==> src/rtl/adc_sequencer.sv <==
// Scanning sequencer for an 8-channel serial ADC with a pipelined address/data protocol.
// Each frame sends the next channel address while reading back the conversion addressed by the previous frame.
module adc_sequencer #(
  parameter int SCLK_DIV   = 4,
  parameter int GAP_CYCLES = 2
) (
  input  logic        clk,
  input  logic        rst_n,
  input  logic        start,
  input  logic        continuous,
  input  logic [7:0]  ch_mask,
  output logic        adc_cs_n,
  output logic        adc_sclk,
  output logic        adc_din,
  input  logic        adc_dout,
  output logic [11:0] sample_data,
  output logic [2:0]  sample_ch,
  output logic        sample_valid,
  input  logic        sample_ready,
  output logic        busy,
  output logic        done
);

  localparam logic [2:0] IDLE     = 3'd0;
  localparam logic [2:0] SETUP    = 3'd1;
  localparam logic [2:0] SHIFT    = 3'd2;
  localparam logic [2:0] GAP      = 3'd3;
  localparam logic [2:0] WAIT_ACK = 3'd4;

  localparam logic [7:0] DIV_LAST = 8'(SCLK_DIV - 1);
  localparam logic [7:0] GAP_LAST = 8'(GAP_CYCLES - 1);

  logic [2:0]  state;
  logic [7:0]  div_cnt;
  logic [7:0]  gap_cnt;
  logic [3:0]  bit_cnt;
  logic [7:0]  mask;
  logic [2:0]  addr_ch;
  logic [2:0]  data_ch;
  logic        data_valid;
  logic [3:0]  remaining;
  logic [11:0] shreg;
  logic        accept;
  logic        free;
  logic        proceed;

  function automatic logic [2:0] lowest_ch(input logic [7:0] m);
    logic [2:0] r;
    r = 3'd0;
    for (int i = 7; i >= 0; i--) begin
      if (m[i]) r = 3'(i);
    end
    return r;
  endfunction

  // Next enabled channel strictly after c, wrapping; returns c itself when it is the only one.
  function automatic logic [2:0] next_ch(input logic [7:0] m, input logic [2:0] c);
    logic [2:0] r;
    logic [2:0] k;
    logic       found;
    r     = c;
    found = 1'b0;
    for (int i = 1; i <= 8; i++) begin
      k = c + 3'(i);
      if (!found && m[k]) begin
        r     = k;
        found = 1'b1;
      end
    end
    return r;
  endfunction

  function automatic logic addr_bit(input logic [3:0] b, input logic [2:0] a);
    logic r;
    case (b)
      4'd2:    r = a[2];
      4'd3:    r = a[1];
      4'd4:    r = a[0];
      default: r = 1'b0;
    endcase
    return r;
  endfunction

  assign accept  = sample_valid && sample_ready;
  assign free    = !sample_valid || sample_ready;
  assign proceed = free && ((state == GAP && gap_cnt == GAP_LAST) || state == WAIT_ACK);

  always_ff @(posedge clk) begin
    if (!rst_n) begin
      state        <= IDLE;
      div_cnt      <= '0;
      gap_cnt      <= '0;
      bit_cnt      <= '0;
      mask         <= '0;
      addr_ch      <= '0;
      data_ch      <= '0;
      data_valid   <= 1'b0;
      remaining    <= '0;
      shreg        <= '0;
      adc_cs_n     <= 1'b1;
      adc_sclk     <= 1'b1;
      adc_din      <= 1'b0;
      sample_data  <= '0;
      sample_ch    <= '0;
      sample_valid <= 1'b0;
      busy         <= 1'b0;
      done         <= 1'b0;
    end else begin
      done <= 1'b0;
      if (done) busy <= 1'b0;
      if (accept) sample_valid <= 1'b0;

      case (state)
        IDLE: begin
          if (start && ch_mask != 8'h00 && !busy) begin
            mask       <= ch_mask;
            addr_ch    <= lowest_ch(ch_mask);
            data_valid <= 1'b0;
            remaining  <= 4'($countones(ch_mask));
            busy       <= 1'b1;
            adc_cs_n   <= 1'b0;
            div_cnt    <= '0;
            state      <= SETUP;
          end
        end
        SETUP: begin
          if (div_cnt == DIV_LAST) begin
            div_cnt  <= '0;
            bit_cnt  <= '0;
            adc_sclk <= 1'b0;
            adc_din  <= 1'b0;
            state    <= SHIFT;
          end else begin
            div_cnt <= div_cnt + 8'd1;
          end
        end
        SHIFT: begin
          if (div_cnt != DIV_LAST) begin
            div_cnt <= div_cnt + 8'd1;
          end else begin
            div_cnt <= '0;
            if (!adc_sclk) begin
              adc_sclk <= 1'b1;
              if (bit_cnt >= 4'd4) shreg <= {shreg[10:0], adc_dout};
            end else if (bit_cnt == 4'd15) begin
              adc_cs_n <= 1'b1;
              adc_din  <= 1'b0;
              gap_cnt  <= '0;
              state    <= GAP;
              // The dummy frame of a fresh scan carries a stale conversion and is dropped.
              if (data_valid) begin
                sample_data  <= shreg;
                sample_ch    <= data_ch;
                sample_valid <= 1'b1;
                remaining    <= remaining - 4'd1;
              end
            end else begin
              adc_sclk <= 1'b0;
              bit_cnt  <= bit_cnt + 4'd1;
              adc_din  <= addr_bit(bit_cnt + 4'd1, addr_ch);
            end
          end
        end
        GAP: begin
          if (gap_cnt != GAP_LAST) gap_cnt <= gap_cnt + 8'd1;
          else if (!free) state <= WAIT_ACK;
        end
        WAIT_ACK: begin
        end
        default: state <= IDLE;
      endcase

      // Leaving GAP/WAIT_ACK: next frame, scan restart, or finish.
      if (proceed) begin
        if (remaining == 4'd0 && !(continuous && ch_mask != 8'h00)) begin
          done  <= 1'b1;
          state <= IDLE;
        end else begin
          if (remaining == 4'd0) begin
            mask      <= ch_mask;
            remaining <= 4'($countones(ch_mask));
            addr_ch   <= next_ch(ch_mask, addr_ch);
          end else begin
            addr_ch <= next_ch(mask, addr_ch);
          end
          data_ch    <= addr_ch;
          data_valid <= 1'b1;
          adc_cs_n   <= 1'b0;
          div_cnt    <= '0;
          state      <= SETUP;
        end
      end
    end
  end

endmodule
==> config.mk <==
export PLATFORM = sky130hd
export DESIGN_NAME = adc_sequencer
export DESIGN_NICKNAME = d
export VERILOG_FILES = /design/src/rtl/adc_sequencer.sv
export SDC_FILE = /design/constraint.sdc
export NUM_CORES = 1
export LEC_CHECK = 0
export ABC_CLOCK_PERIOD_IN_PS = 3880
export CORE_ASPECT_RATIO = 0.9
export CORE_MARGIN = 1
export CORE_UTILIZATION = 54
export DETAILED_ROUTE_END_ITERATION = 10
export PLACE_DENSITY = 0.77
export RECOVER_POWER = 25
export SYNTH_ARGS = -nofsm -noshare
export SYNTH_HDL_FRONTEND = slang
export SYNTH_SLANG_ARGS = --single-unit
==> constraint.sdc <==
create_clock -name clk -period 3.88 [get_ports clk]
set_input_delay 0.776 -clock clk [delete_from_list [all_inputs] [get_ports clk]]
set_output_delay 0.776 -clock clk [all_outputs]
set_load 0.1 [all_outputs]
## Yosys cells after proc, flatten, opt, wreduce, memory -nomap -nowiden

Index checks and enable logic that the tools add are counted.
Widths: inputs -> output; s select.

| cells by class | value |
|---|---|
| reductions and logical operators | 55 |
| order comparisons | 9 |
| muxes and demuxes | 202 |
| bitwise logic cells | 3 |
| equality and inequality tests | 30 |
| $add $sub $neg | 18 |

Operators by type and width:

| cell | count |
|---|---|
| $mux 1 | 114 |
| $mux 8 | 14 |
| $mux 3 | 37 |
| $bmux 1 s3 | 16 |
| $mux 4 | 12 |
| $lt 3x4->1 const B | 8 |
| $pmux 8 s3 | 1 |
| $logic_and 1x1->1 | 21 |
| $ne 3x3->1 const B | 7 |
| $logic_not 1->1 | 17 |
| $add 8x1->8 const B | 2 |
| $pmux 4 s2 | 2 |
| $pmux 8 s2 | 1 |
| $pmux 3 s5 | 1 |
| $reduce_and 5->1 | 3 |
| $add 3x3->3 const B | 4 |
| $ne 2x2->1 const B | 6 |
| $reduce_and 4->1 | 3 |
| $ne 10x1->1 const B | 1 |
| $ne 10x2->1 const B | 1 |
| $add 1x1->2 | 4 |
| $eq 4x2->1 const B | 2 |
| $eq 8x1->1 const B | 1 |
| $eq 8x2->1 const B | 1 |
| 27 further kinds | 38 |

| word-level totals | value |
|---|---|
| word-level logic and storage cells | 335 |
| flip-flop bits (word level) | 75 |
| output and inout bits | 21 |
| input bits | 14 |

## Longest topological paths before layout

| logic depth | value |
|---|---|
| depth after elaboration | 56 |
| depth in mapped cells | 14 |
| gate-level depth less buffers | 10 |

## Least setup slack after synthesis

Ideal clock, no wire load.

| timing | value |
|---|---|
| path type | flip-flop to flip-flop |
| from | register addr_ch[1] |
| to | register addr_ch[2] |
| buffers on the path | 4 |
| cell stages (with the launch flop) | 14 |
| slack | 43 ps |
| clock period less this slack | 3837 ps |
| library setup time | 122 ps |
| required time | 3758 ps |
| arrival | 3715 ps |
| cell sequence | dfxtp_1 -> buf_2 -> buf_2 -> clkbuf_1 -> inv_1 -> ha_1 -> buf_6 -> mux2_2 -> mux4_2 -> nand2b_4 -> and4bb_4 -> a41oi_4 -> and4b_1 -> a311o_1 |

| on the way | value |
|---|---|
| longest elaborated chain between the ends | 54 |
| elaborated cells between the ends (all ways) | 161 |
| classes of those cells | add/sub (7); eq/ne (4); mux (121); reduce/logical (29) |

RTL lines:

| element | line | text |
|---|---|---|
| from (decl) | 38 | `logic [2:0] addr_ch;` |
| from (signal assigned) | 117 | `addr_ch <= lowest_ch(ch_mask);` |
| from (signal assigned) | 182 | `addr_ch <= next_ch(ch_mask, addr_ch);` |
| from (signal assigned) | 184 | `addr_ch <= next_ch(mask, addr_ch);` |
| $add 3x1->3 | 64 | `k = c + 3'(i);` |
| $bmux 1 s3 | 65 | `if (!found && m[k]) begin` |
| $mux 1 (implied by the code) | 65 |  |
| $mux 1 | 65 |  |
| $mux 1 | 179 | `if (remaining == 4'd0) begin` |
| $mux 1 | 175 | `if (remaining == 4'd0 && !(continuous && ch_mask != 8'h00)) begin` |
| $mux 1 | 174 | `if (proceed) begin` |
| $mux 1 | 89 | `if (!rst_n) begin` |
| [38 not listed] | n/a |  |
| $mux 1 | 179 |  |
| $mux 1 | 175 |  |
| $mux 1 | 174 |  |
| $mux 1 | 89 |  |
| $logic_not 1->1 | 65 |  |
| $logic_and 1x1->1 | 65 |  |
| $ne 4x4->1 (no line) | n/a |  |
| $reduce_and 4->1 (no line) | n/a |  |

Several ways; a longest one is shown, not always the timed one. The select of a mux whose other input is x is not followed.
A chain may end at the register's enable or synchronous reset.

## Worst setup path after layout

| timing | value |
|---|---|
| from | input port ch_mask[0] |
| to | register remaining[2] |

| on the way | value |
|---|---|
| longest elaborated chain between the ends | 8 |
| elaborated cells between the ends (all ways) | 14 |
| classes of those cells | add/sub (3); mux (5); reduce/logical (6) |

RTL lines:

| element | line | text |
|---|---|---|
| from (decl) | 11 | `input logic [7:0] ch_mask,` |
| $add 1x1->2 (implied by the code) or $reduce_bool 8->1 (tied branches) | n/a |  |
| $add 2x2->3 (implied by the code) or $logic_and 1x1->1 (tied branches) | 119, 181, 115 |  |
| $add 3x3->4 (implied by the code) or $logic_and 1x1->1 (tied branches) | 119, 181, 115 |  |
| $mux 4 | 115 | `if (start && ch_mask != 8'h00 && !busy) begin` |
| $pmux 4 s2 | 113 | `case (state)` |
| $mux 4 | 179 |  |
| $mux 4 | 175 |  |
| $mux 4 * | 174 |  |
| to (signal assigned) | 119 | `remaining <= 4'($countones(ch_mask));` |
| to (signal assigned) | 155 | `remaining <= remaining - 4'd1;` |
| to (signal assigned) | 181 | `remaining <= 4'($countones(ch_mask));` |
| to (decl) | 41 | `logic [3:0] remaining;` |

Every way passes the cells marked *; elsewhere a longest branch is shown, timed or not.

==> metrics <==
outcome finished clean; layout cell share with drive strength beyond 1 0.135; worst hold path class reg -> reg; Post-Syn Nets approximately 660; CTS Buf Count 9; Least-Margin Pin Slew roughly 1.1 ns; grt ovf 0; DP HPWL about 9.7 mm; IO Pins 35; CP Capture Type register; Area after DPL between 5000 and 6000 um^2; first-pass GRT wire length 22.6 mm; Cell Area, Synth around 5400 um^2; final count of negative-setup-slack endpoints 0; Syn Area/Cell between 8 and 9 um^2; Util after Layout 0.619; initial antenna violation count 0; DR iter-0 viols between 500 and 600; Hold Buf Count CTS 0; sequential area share after synthesis 0.280; Post-Route Skew roughly 0.017 ns; kind of critical path in -> reg; Post-synth EDFFs 0; placed insts ~760; pre-CTS setup slack -0.0189 ns; Syn. warnings 0; GRT Util Overall 0.277; final worst path period share 0.916; FILL cells 819; Root Buffer clkbuf_8; Setup WS post-layout roughly 0.32 ns; largest net degree at the start of global routing 56; Die X-Extent about 110 um; combinational power share 0.307; clock sinks between 70 and 80; Critical Path Source ch_mask[0]; fin cells about 800; core area around 9700 um^2; n_diodes 0; overall die area about 10000 um^2; latest clock arrival within the worst-skew pair approximately 0.36 ns; R2R Setup Slk roughly 0.33 ns; internal power between 0.001 and 0.0015 W; Die H a little under 100 um; f_max 281 MHz; CTS tree yes; #FFs+latches synth 75; max_slew headroom 0.252; RSZ-0062 raised after global routing no; Sw Ratio 0.359; worst setup path endpoint remaining[2]$_SDFF_PN0_; post-route DRC violation count 0; clock transition at the registers of the reported paths ~0.080 ns; CP Data Arrival Time ~3.8 ns; path depth of the worst reg2reg path 10; Crit path required time between 4 and 5 ns; via/cell ratio 6.25; IR drop worst, VDD approximately 0.24 mV; via count 4856; nets 677; most frequent cells in the layout nand2_1 (76), dfxtp_1 (75), nor2_1 (56), a21oi_1 (48), mux2i_1 (41); Starting Density 0.556; clock share of power 0.286; Psw approximately 0.00073 W; prevailing post-synth register cell dfxtp_1; Max FO, Critical Path 2; I/O Buffers 34; Cell variety after synth roughly 80; max-cap viol count 0; Routed WL per cell between 15 and 20 um; post-route cell area roughly 6000 um^2; commonest non-fill, non-tap cell in the layout nand2_1; Final Slew Violations 0; final hold slack ~0.46 ns; pwr dens 338 nW/um^2; Clock H-tree levels 3; Lkg Pwr roughly 2.2 nW; drt total wl between 10 and 15 mm; Post-CTS Resized 0; vias in the first global route roughly 4400; post-route ant nets 0; r2r endpoint addr_ch[1]$_SDFFE_PN0P_; final-report hold violation count 0; worst reg2reg startpoint addr_ch[0]$_SDFFE_PN0P_; Placer Congestion around 0.94; ys async rst share 0; row count 34; post-CTS setup buffers 0; DRT Pass-1 Iters 5; Final min period 3.56 ns; synthesized netlist cell count 624; Max clock buf depth 2; CP Launch Type input pin; sequential share of power 0.407; Area growth syn-to-layout 11.5%
==> flip-flops by register name, indices dropped and copies added, names as in the netlist, 3 cells and up <==
signal	cells
addr_ch	3
bit_cnt	4
data_ch	3
div_cnt	8
gap_cnt	8
mask	8
remaining	4
sample_ch	3
sample_data	12
shreg	12
state	3
==> how the worst min path moves through the flow <==
stage                                      startpoint                            to  depth (start not counted)
after floorplan                shreg[11]$_SDFFE_PN0P_  sample_data[11]$_SDFFE_PN0P_                          2
after global placement    sample_data[3]$_SDFFE_PN0P_   sample_data[3]$_SDFFE_PN0P_                          2
after detailed placement  sample_data[5]$_SDFFE_PN0P_   sample_data[5]$_SDFFE_PN0P_                          2
after CTS                 sample_data[2]$_SDFFE_PN0P_   sample_data[2]$_SDFFE_PN0P_                          2
after global routing      sample_data[8]$_SDFFE_PN0P_   sample_data[8]$_SDFFE_PN0P_                          2
final                     sample_data[8]$_SDFFE_PN0P_   sample_data[8]$_SDFFE_PN0P_                          2
==> layout make-up <==
cell class	count	area, um^2	share of cell area
tap	126	158	0.0264
clock buffer	9	124	0.0207
timing repair buffer	53	469	0.0785
inverter	25	93.8	0.0157
clock inverter	7	57.6	0.00963
multi-input combinational	482	3580	0.598
sequential	75	1500	0.251
==> cells in the mapped netlist (6+ instances only) <==
| library cell | count | area [um^2] |
|---|---|---|
| a211oi_1 | 6 | 45.0 |
| a21oi_1 | 48 | 240 |
| a31oi_1 | 9 | 56.3 |
| and3_1 | 10 | 62.6 |
| clkbuf_1 | 30 | 113 |
| dfxtp_1 | 75 | 1500 |
| ha_1 | 13 | 163 |
| inv_1 | 24 | 90.1 |
| mux2_2 | 12 | 135 |
| mux2i_1 | 41 | 410 |
| mux4_2 | 24 | 541 |
| nand2_1 | 76 | 285 |
| nand2b_1 | 6 | 37.5 |
| nand3_1 | 24 | 120 |
| nor2_1 | 56 | 210 |
| nor2b_1 | 6 | 37.5 |
| nor3_1 | 15 | 75.1 |
| o21ai_0 | 24 | 120 |
| xor2_1 | 7 | 61.3 |
==> power groups by stage <==
stage | logic, W | clock network, W | registers (W)
2_1_floorplan | 0.000461 | 0 | 0.000838
3_3_place_gp | 0.000602 | 0 | 0.000840
3_5_place_dp | 0.000611 | 0 | 0.000841
4_1_cts | 0.000615 | 0.000580 | 0.000823
5_1_grt | 0.000671 | 0.000618 | 0.000828
6_report | 0.000620 | 0.000579 | 0.000824
==> worst max-delay path, cell delays in order <==
cell and delay [ns]:
clkdlybuf4s50_1 0.46, fa_1 0.55, inv_1 0.05, fa_1 0.44, fa_1 0.50, inv_1 0.04
ha_1 0.19, fa_1 0.38, xor2_1 0.17, a21oi_1 0.14, nor2_1 0.05
==> kinds of logic after synthesis <==
| group | share of synthesized area |
|---|---|
| buf+inv | 0.0536 |
| simple gates | 0.220 |
| flops | 0.280 |
| compound gates | 0.163 |
| fa+ha+maj | 0.0452 |
| xor+xnor | 0.0224 |
| mux | 0.216 |
==> stage by stage <==
| stage | total power [W] | setup TNS (ns) |
|---|---|---|
| after floorplan | 0.00130 | 0 |
| after global placement | 0.00144 | 0 |
| after detailed placement | 0.00145 | -0.0189 |
| after CTS | 0.00202 | 0 |
| after global routing | 0.00212 | 0 |
| final | 0.00202 | 0 |
==> routing by layer <==
metal | up-vias | global-route usage | share of wire
li1 | 2323 | - | -
met1 | 2329 | 0.386 | 0.45
met2 | 183 | 0.452 | 0.47
met3 | 21 | 0.0376 | 0.059
met4 | 0 | 0.0765 | 0.014
met5 | - | 0 | 0
No activity file was read; power rests on OpenSTA's default activity.
